File: src/rtl/imem_ctrl.sv
// imem_ctrl: decoupled instruction-memory front end between fetch and decode.
// Credit-limited request issue, stale-response kill after redirect, in-order instr buffer.
module imem_ctrl #(
    parameter int          DEPTH    = 2,
    parameter logic [31:0] NOP_INSN = 32'h00000013
) (
    input  logic        clk,
    input  logic        rst,
    input  logic [31:0] fetch_addr,
    input  logic        flush,
    output logic        mem_req_valid,
    output logic [31:0] mem_req_addr,
    input  logic        mem_req_ready,
    input  logic        mem_rsp_valid,
    input  logic [31:0] mem_rsp_data,
    input  logic        mem_rsp_err,
    output logic        instr_valid,
    output logic [31:0] instr,
    output logic        instr_fault,
    input  logic        dec_ready,
    output logic        fetch_stall
);
    localparam int CW = $clog2(DEPTH + 1);
    localparam int PW = (DEPTH > 1) ? $clog2(DEPTH) : 1;

    typedef enum logic [1:0] {
        IDLE,
        RUN,
        HALT
    } state_t;

    state_t        state;
    logic [CW-1:0] out_cnt;
    logic [CW-1:0] kill_cnt;
    logic [CW-1:0] buf_cnt;
    logic [PW-1:0] head;
    logic [PW-1:0] tail;
    logic [31:0]   buf_data [DEPTH];
    logic          buf_err  [DEPTH];

    logic          credit;
    logic          accept;
    logic          rsp_ok;
    logic          push;
    logic          pop;
    logic          empty;
    logic [CW:0]   used;

    function automatic logic [PW-1:0] nxt(input logic [PW-1:0] p);
        logic [PW-1:0] r;
        r = p + 1'b1;
        if (p == PW'(DEPTH - 1)) r = '0;
        return r;
    endfunction

    // Credit comes from registered counts only, so a pop frees a slot one cycle later
    assign used          = {1'b0, out_cnt} + {1'b0, buf_cnt};
    assign credit        = used < (CW + 1)'(DEPTH);
    assign mem_req_valid = (state == RUN) && credit;
    assign mem_req_addr  = fetch_addr;
    assign accept        = mem_req_valid && mem_req_ready;
    assign fetch_stall   = !accept;

    assign rsp_ok      = mem_rsp_valid && (out_cnt != '0);
    assign push        = rsp_ok && !flush && (kill_cnt == '0);
    assign empty       = (buf_cnt == '0);
    assign instr_valid = !empty && !flush;
    assign pop         = instr_valid && dec_ready;
    assign instr       = instr_valid ? buf_data[head] : NOP_INSN;
    assign instr_fault = instr_valid && buf_err[head];

    always_ff @(posedge clk or negedge rst) begin
        if (!rst) begin
            state    <= IDLE;
            out_cnt  <= '0;
            kill_cnt <= '0;
            buf_cnt  <= '0;
            head     <= '0;
            tail     <= '0;
        end else begin
            unique case (state)
                IDLE:    state <= RUN;
                RUN:     if (push && mem_rsp_err) state <= HALT;
                HALT:    if (flush) state <= RUN;
                default: state <= IDLE;
            endcase

            out_cnt <= out_cnt + CW'(accept) - CW'(rsp_ok);

            // Everything outstanding at a redirect belongs to the old path
            if (flush) begin
                kill_cnt <= out_cnt - CW'(rsp_ok);
            end else if (rsp_ok && (kill_cnt != '0)) begin
                kill_cnt <= kill_cnt - 1'b1;
            end

            if (flush) begin
                head    <= '0;
                tail    <= '0;
                buf_cnt <= '0;
            end else begin
                if (push) tail <= nxt(tail);
                if (pop)  head <= nxt(head);
                buf_cnt <= buf_cnt + CW'(push) - CW'(pop);
            end
        end
    end

    always_ff @(posedge clk) begin
        if (push) begin
            buf_data[tail] <= mem_rsp_err ? NOP_INSN : mem_rsp_data;
            buf_err[tail]  <= mem_rsp_err;
        end
    end

    a_rsp_outstanding: assert property (
        @(posedge clk) disable iff (!rst) mem_rsp_valid |-> (out_cnt != '0));

    a_no_overflow: assert property (
        @(posedge clk) disable iff (!rst) used <= (CW + 1)'(DEPTH));

    a_kill_bounded: assert property (
        @(posedge clk) disable iff (!rst) kill_cnt <= out_cnt);

endmodule

File: config.mk
export PLATFORM = sky130hd
export DESIGN_NAME = imem_ctrl
export DESIGN_NICKNAME = d
export VERILOG_FILES = /design/src/rtl/imem_ctrl.sv
export SDC_FILE = /design/constraint.sdc
export NUM_CORES = 1
export LEC_CHECK = 0
export BUFFER_PORTS_ARGS = -buffer_cell sky130_fd_sc_hd__clkbuf_2
export CAP_MARGIN = 20
export CELL_PAD_IN_SITES_DETAIL_PLACEMENT = 1
export CELL_PAD_IN_SITES_GLOBAL_PLACEMENT = 2
export CORE_MARGIN = 10
export CORE_UTILIZATION = 34
export CTS_BUF_LIST = sky130_fd_sc_hd__clkbuf_2
export CTS_CLUSTER_SIZE = 14
export DETAILED_ROUTE_END_ITERATION = 16
export PLACE_DENSITY_LB_ADDON = 0.12
export SYNTH_ARGS = -nofsm -noshare
export SYNTH_HDL_FRONTEND = slang
export SYNTH_SLANG_ARGS = --single-unit
File: constraint.sdc
create_clock -name clk -period 8.1 [get_ports clk]
set_input_delay 2.43 -clock clk [delete_from_list [all_inputs] [get_ports clk]]
set_output_delay 2.43 -clock clk [all_outputs]
set_load 0.05 [all_outputs]
==> run metrics <==
TritonCTS clock tree yes; die width about 120 um; top_reg_cell synth edfxtp_1; Critical Path RT 5.67 ns; met3 GRT Util under 10%; synth warn 0; cts repair resizes 0; Final nets 390; Vias between 2,000 and 2,500; Clk pwr share around 25%; design internal power between 0.6 and 0.7 mW; most frequent cell after synthesis edfxtp_1; met2 Resource Use GR between 10% and 20%; #FFs+latches synth 76; Avg WL per Cell between 15 and 20 um; Setup CP Type input pin to output port; final core occ between 30 and 40%; Setup Skew 0.0219 ns; Clock Pin Slew Worst Setup and Hold Paths 0.20 ns; Leakage 1.53 nW; Non-Filler Instances 452; IO Port Bufs 74; Final Hold Fails 0; hold_ws 0.475 ns; syn avg cell area between 10 and 15 um^2; unrepaired setup endpoints after global routing no; cell taking the most area after synthesis edfxtp_1; combinational fraction of design power ~27%; Hold WC Path Type flip-flop to flip-flop; CTS H-Tree Depth 3; end of the worst register-to-register path buf_cnt[1]$_DFF_PN0_; GRT overflow 0; Flop pwr share 47.9%; Cells after Synth approximately 270; height of the chip 122 um; Ant. Diodes 0; FF-to-FF setup slack 5.57 ns; WL final 7.53 mm; CTS Buf Count 9; Post-Route Setup TNS 0 ns; top cells by area, synth edfxtp_1 56%, mux2i_1 9.6%, buf_4 7.4%; initial antenna violation count 0; startpoint types input pin; layout cells sized above 1 roughly a third; largest net degree at the start of global routing 36; initial drt markers 84; met1 Use GR 11.2%; full die area ~0.015 mm^2; GP Congestion 0.690; Peak supply drop approximately 0.091 mV; Hold Path Stages 1; DP Wirelength 5.15 mm; dpl cell area between 0.003 and 0.004 mm^2; Post-synth EDFFs 66; hold path startpoint state[0]$_DFFE_PN0P_; register area share after synthesis 63.1%; # hold bufs at CTS 0; core box area a little over 0.01 mm^2; Mapped Area 0.00354 mm^2; CTS root buffer clkbuf_2; final cycle utilization of the critical path 77.2%; GR peak layer met2; DRC 0; status finished, final reports clean; placed cells 435; Cell Rows 37; clk_lat worst skew 0.50 ns; drt pass-1 iters 4; final setup vio count 0; Max Clk Rate between 150 and 200 MHz; Post-synth ARST share 13.2%; PD cells 260 mW/mm^2; max_slew headroom 31.1%; CP max FO 17; Design Power 1.04 mW; Starting Density 34.6%; vias in the first global route approximately 2,300; Max Root-Sink Buffers 2; reg2reg start buf_cnt[1]$_DFF_PN0_; Commonest cells post-synth 66 x edfxtp_1, 36 x nor2_1, 35 x buf_4; Top Ports 139; final instance area between 0.004 and 0.005 mm^2; crit path capture type output port; min Tclk post-route around 6.3 ns; Worst Hold End state[0]$_DFFE_PN0P_; global-route wire length before repair approximately 12 mm; Avg Vias per Cell 4.48; post-CTS setup buffers 0; CTS sink count between 70 and 80; Worst Tran Pin Value 1.03 ns; Switch Pwr 0.351 mW; crit path DAT 3.82 ns; worst slack, placed between 1.5 and 2 ns; Total Routing Usage GR 10.4%; final setup margin around 1.8 ns; fin. max-slew vios 0; post-synth top area share 56.0%; synth unique cells 30; Final ANT Viol Nets 0; Synth-to-Final Area Change 13.5%; switch share roughly 34%; max_cap viols 0; Post-Syn Nets 345; Reg2Reg Depth 9
-- placed cells by master, fill, tap and decap left out, drive strengths merged, types with 3 or more instances in the layout --
cell type,n
clkbuf,83
nor2,36
bufinv,3
nor2b,31
xnor2,4
dfrtp,10
nand2,6
edfxtp,66
mux2i,34
ha,6
buf,3
or2,4
inv,9
-- state kept, by name, indices dropped and copies added (netlist names) --
signal	count
buf_err	2
buf_data	64
tail	1
out_cnt	2
state	2
head	1
kill_cnt	2
buf_cnt	2
-- worst max-delay path, cell delays in order --
cell	delay (ns)
clkbuf_2	0.22
o21bai_2	0.36
buf_4	0.37
inv_2	0.09
nand2_1	0.07
clkbuf_2	0.28
-- area by class of cell --
cell class,instances,area [um^2]
clock buffers,9,45.0
clock inverters,6,114
fillers,1090,6220
inverters,9,33.8
multi-input cells,139,992
flip-flops and latches,76,2230
well taps,136,170
repair buffers,77,425
-- worst max path at each step --
stage | end | startpoint | cells past startpoint
after floorplan | instr[10] | flush | 3
after global placement | instr[30] | flush | 5
after detailed placement | instr[0] | flush | 6
after CTS | instr[0] | flush | 6
after global routing | instr[4] | flush | 6
final | instr[0] | flush | 6
-- cell families after synthesis --
family | synth area share, %
simple gates | 11.9
flops | 63.1
buf+inv | 9.27
mux | 9.62
compound gates | 1.91
fa+ha+maj | 2.69
xor+xnor | 1.49
-- per-layer routing --
layer,routed length (um),vias to the layer above
li1,-,975
met1,3080,971
met2,3780,71
met3,569,8
met4,106,0
met5,0,-
-- power by group through the flow --
stage / Combinational (mW) / Sequential [mW] / Clock, mW
CTS: 0.284 / 0.502 / 0.273
global route: 0.313 / 0.505 / 0.291
global placement: 0.279 / 0.510 / 0
floorplan: 0.270 / 0.489 / 0
finish: 0.280 / 0.499 / 0.264
detailed placement: 0.282 / 0.511 / 0
(Power assumes the default switching activity.)
